--- src/rtl/delta_batch_accumulator_pkg.sv ---
// Shared network definitions: lane-width helpers and batch FSM state encoding.
package delta_batch_accumulator_pkg;

  typedef enum logic {
    ST_ACC = 1'b0,
    ST_OUT = 1'b1
  } state_t;

  // Delta lane width of a hidden layer fed by NN neurons.
  function automatic int hidden_lane_w(input int nn, input int wc, input int wd);
    return $clog2(nn) + wc + wd;
  endfunction

  // Delta lane width of the output layer.
  function automatic int output_lane_w(input int wc, input int wd);
    return wc + wd;
  endfunction

  // Accumulator width: NB full-scale samples never overflow.
  function automatic int acc_w(input int wi, input int nb);
    return wi + $clog2(nb);
  endfunction

endpackage

--- src/rtl/delta_lane_acc.sv ---
// One lane of the mini-batch accumulator: sign-extend, sum, and floor-mean on the last sample.
module delta_lane_acc
  import delta_batch_accumulator_pkg::*;
#(
  parameter int WI = 10,
  parameter int NB = 4
) (
  input  logic          clk,
  input  logic          rst_n,
  input  logic          clr,
  input  logic          add,
  input  logic          fin,
  input  logic [WI-1:0] din,
  output logic [WI-1:0] dout
);

  localparam int LNB = $clog2(NB);
  localparam int WA  = acc_w(WI, NB);

  logic signed [WA-1:0] acc;
  logic signed [WA-1:0] ext;
  logic signed [WA-1:0] sum;
  logic        [WI-1:0] mean;

  assign ext  = WA'($signed(din));
  assign sum  = acc + ext;
  // Arithmetic shift floors toward -inf; the mean always fits back into WI bits.
  assign mean = WI'(sum >>> LNB);

  // Accumulate accepted samples; din only reaches acc when add is set, so idle X never leaks in.
  always_ff @(posedge clk) begin
    if (!rst_n) begin
      acc  <= '0;
      dout <= '0;
    end else begin
      if (clr)      acc <= '0;
      else if (add) acc <= sum;
      if (fin) dout <= mean;
    end
  end

endmodule

--- src/rtl/delta_batch_accumulator.sv ---
// Mini-batch mean of NB delta vectors between the delta stage and the weight-update stage.
module delta_batch_accumulator
  import delta_batch_accumulator_pkg::*;
#(
  parameter int NC = 4,
  parameter int WI = 10,
  parameter int NB = 4
) (
  input  logic           iCLK,
  input  logic           iRST,
  input  logic           iValid_AS,
  output logic           oReady_AS,
  input  logic [NC*WI-1:0] iData_AS,
  output logic           oValid_BS,
  input  logic           iReady_BS,
  output logic [NC*WI-1:0] oData_BS
);

  localparam int LNB = $clog2(NB);
  localparam int CW  = (LNB > 0) ? LNB : 1;

  state_t        state;
  logic [CW-1:0] cnt;
  logic          take;
  logic          last;
  logic          done;

  // Ready/valid are pure decodes of the state register: no path from iReady_BS to oReady_AS.
  assign oReady_AS = (state == ST_ACC);
  assign oValid_BS = (state == ST_OUT);
  assign take      = iValid_AS & oReady_AS;
  // With NB==1 the counter never leaves 0, so every sample closes a batch.
  assign last      = (cnt == CW'(NB - 1));
  assign done      = take & last;

  // Batch FSM: count accepted samples, then hold the mean until downstream takes it.
  always_ff @(posedge iCLK) begin
    if (!iRST) begin
      state <= ST_ACC;
      cnt   <= '0;
    end else begin
      case (state)
        ST_ACC: if (take) begin
          if (last) begin
            state <= ST_OUT;
            cnt   <= '0;
          end else begin
            cnt <= cnt + CW'(1);
          end
        end
        ST_OUT: if (iReady_BS) state <= ST_ACC;
        default: state <= ST_ACC;
      endcase
    end
  end

  for (genvar k = 0; k < NC; k++) begin : g_lane
    delta_lane_acc #(.WI(WI), .NB(NB)) u_lane (
      .clk  (iCLK),
      .rst_n(iRST),
      .clr  (done),
      .add  (take),
      .fin  (done),
      .din  (iData_AS[k*WI +: WI]),
      .dout (oData_BS[k*WI +: WI])
    );
  end

endmodule

--- config.mk ---
export PLATFORM = sky130hd
export DESIGN_NAME = delta_batch_accumulator
export DESIGN_NICKNAME = d
export VERILOG_FILES = /design/src/rtl/delta_batch_accumulator_pkg.sv /design/src/rtl/delta_lane_acc.sv /design/src/rtl/delta_batch_accumulator.sv
export SDC_FILE = /design/constraint.sdc
export NUM_CORES = 1
export LEC_CHECK = 0
export ABC_AREA = 1
export BUFFER_PORTS_ARGS = -buffer_cell sky130_fd_sc_hd__buf_4
export CAP_MARGIN = 20
export CELL_PAD_IN_SITES_DETAIL_PLACEMENT = 1
export CELL_PAD_IN_SITES_GLOBAL_PLACEMENT = 1
export CORE_MARGIN = 2
export CORE_UTILIZATION = 44
export CTS_CLUSTER_SIZE = 40
export DETAILED_ROUTE_END_ITERATION = 7
export HOLD_SLACK_MARGIN = 0.06
export PLACE_DENSITY_LB_ADDON = 0.1
export SYNTH_ARGS = -nofsm -noshare
export SYNTH_HDL_FRONTEND = slang
export SYNTH_SLANG_ARGS = --single-unit
--- constraint.sdc ---
create_clock -name iCLK -period 4.1 [get_ports iCLK]
set_input_delay 0.41 -clock iCLK [delete_from_list [all_inputs] [get_ports iCLK]]
set_output_delay 0.41 -clock iCLK [all_outputs]
set_load 0.05 [all_outputs]
==> metrics.txt <==
# TYPE chip_impl_metric gauge
chip_impl_metric{name="start_util",unit="%"} 44.9
chip_impl_metric{name="critical_path.max_fanout",unit=""} 23
chip_impl_metric{name="die_height",unit="µm"} 120
chip_impl_info{name="layout.cells.most_common",value="sky130_fd_sc_hd__nand2_1"} 1
chip_impl_metric{name="post_synthesis_cell_count",unit=""} 925
chip_impl_metric{name="synth.yosys.seq_area_share",unit="%"} 30.7
chip_impl_metric{name="ys_types",unit=""} 30
chip_impl_metric{name="antennaDiodeCount",unit=""} 0
chip_impl_info{name="critical_path_endpoint_category",value="flip-flop"} 1
chip_impl_metric{name="cp_data_arrival_time",unit="ns"} 2.39
chip_impl_metric{name="io_buffer_count",unit=""} 85
chip_impl_metric{name="number_of_global_route_vias_before_repair",unit=""} 6031
chip_impl_metric{name="synth_compound_area_share",unit="%"} 8.80
chip_impl_metric{name="htree_levels",unit=""} 3
chip_impl_metric{name="drc_errors",unit=""} 0
chip_impl_metric{name="drive_above_1_share",unit="%"} 11.5
chip_impl_metric{name="floorplan.core_area",unit="µm²"} 13200
chip_impl_metric{name="average_wire_per_cell_in_the_routed_design",unit="µm"} 14.6
chip_impl_metric{name="synth-adder-area-share",unit="%"} 10.9
chip_impl_metric{name="clock.fmax",unit="GHz"} 0.476
chip_impl_metric{name="top_level_ports",unit=""} 86
chip_impl_metric{name="setup_viol",unit=""} 0
chip_impl_info{name="run_status",value="finished, final reports clean"} 1
chip_impl_metric{name="cts_hold_bufs",unit=""} 0
chip_impl_info{name="crit_start",value="oValid_BS$_SDFF_PN0_"} 1
chip_impl_metric{name="dr_total_vias",unit=""} 5922
chip_impl_metric{name="post_layout_nonfiller_instances",unit=""} 1179
chip_impl_metric{name="p_per_area",unit="nW/µm²"} 399
chip_impl_metric{name="grt_start_max_net_pins",unit=""} 78
chip_impl_metric{name="first_pass_iters",unit=""} 4
chip_impl_metric{name="drt_iter0_markers",unit=""} 210
chip_impl_info{name="clockRootBuffer",value="sky130_fd_sc_hd__clkbuf_16"} 1
chip_impl_metric{name="ys_warn_count",unit=""} 0
chip_impl_metric{name="post_cts_buffers",unit=""} 0
chip_impl_metric{name="dpl.cell_count",unit=""} 1164
chip_impl_metric{name="synth-xor-area-share",unit="%"} 3.10
chip_impl_metric{name="synth_seq_cells",unit=""} 91
chip_impl_metric{name="dp.final_hpwl",unit="µm"} 12800
chip_impl_info{name="min-delay-path-class",value="in2reg"} 1
chip_impl_metric{name="fin_crit_sh",unit="%"} 51.2
chip_impl_info{name="min_from",value="iReady_BS"} 1
chip_impl_metric{name="post_synth.cell_area_avg",unit="µm²"} 6.41
chip_impl_info{name="synth_top_family_by_area",value="simple AND/OR/NAND/NOR gates"} 1
chip_impl_metric{name="tightestPinTransition",unit="ns"} 0.853
chip_impl_metric{name="route.detailed.vias_per_inst",unit=""} 5.02
chip_impl_metric{name="filler_cell_count",unit=""} 1834
chip_impl_metric{name="tritoncts.num_buffers",unit=""} 9
chip_impl_metric{name="final.min_clock_period",unit="ns"} 2.10
chip_impl_metric{name="gpl.final_weighted_congestion",unit=""} 0.794
chip_impl_metric{name="multiInputGateArea",unit="µm²"} 3430
chip_impl_metric{name="finalSetupTns",unit="ns"} 0
chip_impl_metric{name="grt_first_pass_wirelength",unit="µm"} 28800
chip_impl_info{name="critical_path_class",value="reg2reg"} 1
chip_impl_metric{name="antenna_violations_before_repair",unit=""} 0
chip_impl_info{name="reg2reg_from",value="oValid_BS$_SDFF_PN0_"} 1
chip_impl_metric{name="timing.final.max_slew_violations",unit=""} 0
chip_impl_info{name="setup.worst_path.start_class",value="flip-flop"} 1
chip_impl_metric{name="row_count",unit=""} 42
chip_impl_metric{name="final-hold-violation-count",unit=""} 0
chip_impl_metric{name="max-clock-path-buffers",unit=""} 2
chip_impl_metric{name="finalWorstSetupSlack",unit="ns"} 2.00
chip_impl_info{name="layout_common_cells",value="308 x sky130_fd_sc_hd__nand2_1, 135 x sky130_fd_sc_hd__inv_1, 107 x sky130_fd_sc_hd__nor2_1, 91 x sky130_fd_sc_hd__dfxtp_1, 87 x sky130_fd_sc_hd__buf_4"} 1
chip_impl_metric{name="fin_skew",unit="ns"} 0.00535
chip_impl_metric{name="sequential_cell_area",unit="µm²"} 1820
chip_impl_metric{name="antenna_violating_nets_post_route",unit=""} 0
chip_impl_metric{name="synth_simple_gate_area_share",unit="%"} 35.2
chip_impl_metric{name="mux_cell_area_share_after_synthesis",unit="%"} 0
chip_impl_metric{name="timing.critical_path.required",unit="ns"} 4.39
chip_impl_metric{name="post_cts_resize_count",unit=""} 0
chip_impl_metric{name="path_clk_slew",unit="ns"} 0.06
chip_impl_metric{name="total_standard_cell_area_after_synthesis",unit="µm²"} 5930
chip_impl_info{name="unrepaired_setup_endpoints_after_global_routing",value="no"} 1
chip_impl_metric{name="irDropWorstVdd",unit="mV"} 0.225
chip_impl_metric{name="die_x",unit="µm"} 120
chip_impl_metric{name="grt_overflow",unit=""} 0
chip_impl_metric{name="leakage",unit="µW"} 0.00399
chip_impl_metric{name="worst_skew_pair.late_latency",unit="ns"} 0.35
chip_impl_metric{name="max-cap-violations",unit=""} 0
chip_impl_metric{name="timing.max_slew.rel_slack",unit="%"} 43.1
chip_impl_metric{name="clkSinkCount",unit=""} 91
chip_impl_metric{name="routed_wl",unit="µm"} 17300
chip_impl_metric{name="layout.nets",unit=""} 1092
chip_impl_metric{name="track_usage",unit="%"} 25.1
chip_impl_info{name="tritoncts",value="yes"} 1
chip_impl_metric{name="pre_cts_ws",unit="ns"} 1.84
chip_impl_metric{name="layout-area-overhead-vs-synth",unit="%"} 18.1
chip_impl_metric{name="design.die.area",unit="µm²"} 14400
chip_impl_metric{name="synthesis.nets",unit=""} 1018
## through the flow
step	util (%)	area (µm²)	total power [µW]	hold WS, ns
6_report	53.1	7000	2790	0.345
3_3_place_gp	50.5	6660	1800	0.442
3_5_place_dp	50.5	6660	1830	0.451
2_1_floorplan	-	5930	1610	0.442
5_1_grt	53.1	7000	2980	0.340
4_1_cts	53.1	7000	2820	0.332
## worst max-delay path, stage by stage, from the launching register on
cell and delay, ns:
sky130_fd_sc_hd__dfxtp_1 0.35, sky130_fd_sc_hd__inv_2 0.07, sky130_fd_sc_hd__nand2_4 0.22, sky130_fd_sc_hd__inv_4 0.06
sky130_fd_sc_hd__nand2_4 0.16, sky130_fd_sc_hd__nand2_2 0.31, sky130_fd_sc_hd__inv_2 0.55, sky130_fd_sc_hd__o211ai_1 0.19
sky130_fd_sc_hd__inv_1 0.10
## power by group
part / switching, µW / internal, µW / leakage [µW] / total (µW)
Combinational: 521 / 294 / 0.00308 / 815
Clock: 371 / 611 / 0.000166 / 983
Sequential: 42.5 / 951 / 0.000746 / 993
## routing by layer
metal | up-vias | GRT usage (%) | part of all wire (%)
li1 | 3033 | - | -
met1 | 2778 | 32.7 | 47
met2 | 89 | 42.6 | 48
met3 | 22 | 3.90 | 3.1
met4 | 0 | 8.09 | 2.0
met5 | - | 0 | 0
## flip-flops by register name (all words and copies together) (netlist names)
name	flops
cnt	2
oValid_BS	1
g_lane.u_lane.dout	40
g_lane.u_lane.acc	48
## synthesized netlist by cell type
cell type	n	area (µm²)
sky130_fd_sc_hd__nand2_2	1	6.26
sky130_fd_sc_hd__buf_4	2	15.0
sky130_fd_sc_hd__inv_2	4	15.0
sky130_fd_sc_hd__o21ai_0	17	85.1
sky130_fd_sc_hd__a22o_1	2	17.5
sky130_fd_sc_hd__clkbuf_1	6	22.5
sky130_fd_sc_hd__dfxtp_1	91	1820
sky130_fd_sc_hd__buf_6	4	45.0
sky130_fd_sc_hd__a21oi_1	34	170
sky130_fd_sc_hd__xnor2_1	8	70.1
sky130_fd_sc_hd__o21bai_1	6	45.0
sky130_fd_sc_hd__nand3_1	70	350
sky130_fd_sc_hd__o21ai_1	11	55.1
sky130_fd_sc_hd__nand4_1	12	75.1
sky130_fd_sc_hd__fa_1	4	80.1
sky130_fd_sc_hd__ha_1	45	563
sky130_fd_sc_hd__o211ai_1	2	15.0
sky130_fd_sc_hd__a21o_1	7	52.6
sky130_fd_sc_hd__inv_4	1	6.26
sky130_fd_sc_hd__nand2_1	308	1160
sky130_fd_sc_hd__a31oi_1	1	6.26
sky130_fd_sc_hd__xor2_1	13	114
sky130_fd_sc_hd__o21a_1	10	75.1
sky130_fd_sc_hd__nor2_1	107	402
sky130_fd_sc_hd__nand3b_1	4	30.0
sky130_fd_sc_hd__nand2_4	2	22.5
sky130_fd_sc_hd__nor2_4	1	11.3
sky130_fd_sc_hd__or2_2	5	31.3
sky130_fd_sc_hd__buf_2	12	60.1
sky130_fd_sc_hd__inv_1	135	507
## kinds of logic after synthesis
group                    count (synthesis)
adder cells (fa/ha/maj)                 49
XOR/XNOR                                21
flip-flops                              91
AND/OR/NAND/NOR                        510
AO/OA/AOI/OAI                           90
buffers and inverters                  164
## worst paths after layout
| check | end | slack (ns) | depth (start not counted) |
|---|---|---|---|
| setup / recovery | g_lane[2].u_lane.acc[5]$_SDFFE_PP0P_ | 2.00 | 8 |
| hold / removal | oValid_BS$_SDFF_PN0_ | 0.35 | 3 |
| setup reg to reg | g_lane[2].u_lane.acc[5]$_SDFFE_PP0P_ | 2.00 | 8 |
| hold reg to reg | g_lane[1].u_lane.dout[7]$_SDFFE_PN0P_ | 0.46 | 2 |
## area by class of cell
type                            count  share of cell area (%)
Inverter                          140                    7.55
Tap cell                          176                    3.15
Clock inverter                      4                    1.41
Multi-Input combinational cell    670                    49.1
Clock buffer                       11                    3.47
Sequential cell                    91                    26.0
Timing Repair Buffer               87                    9.33
(Power assumes the default switching activity.)
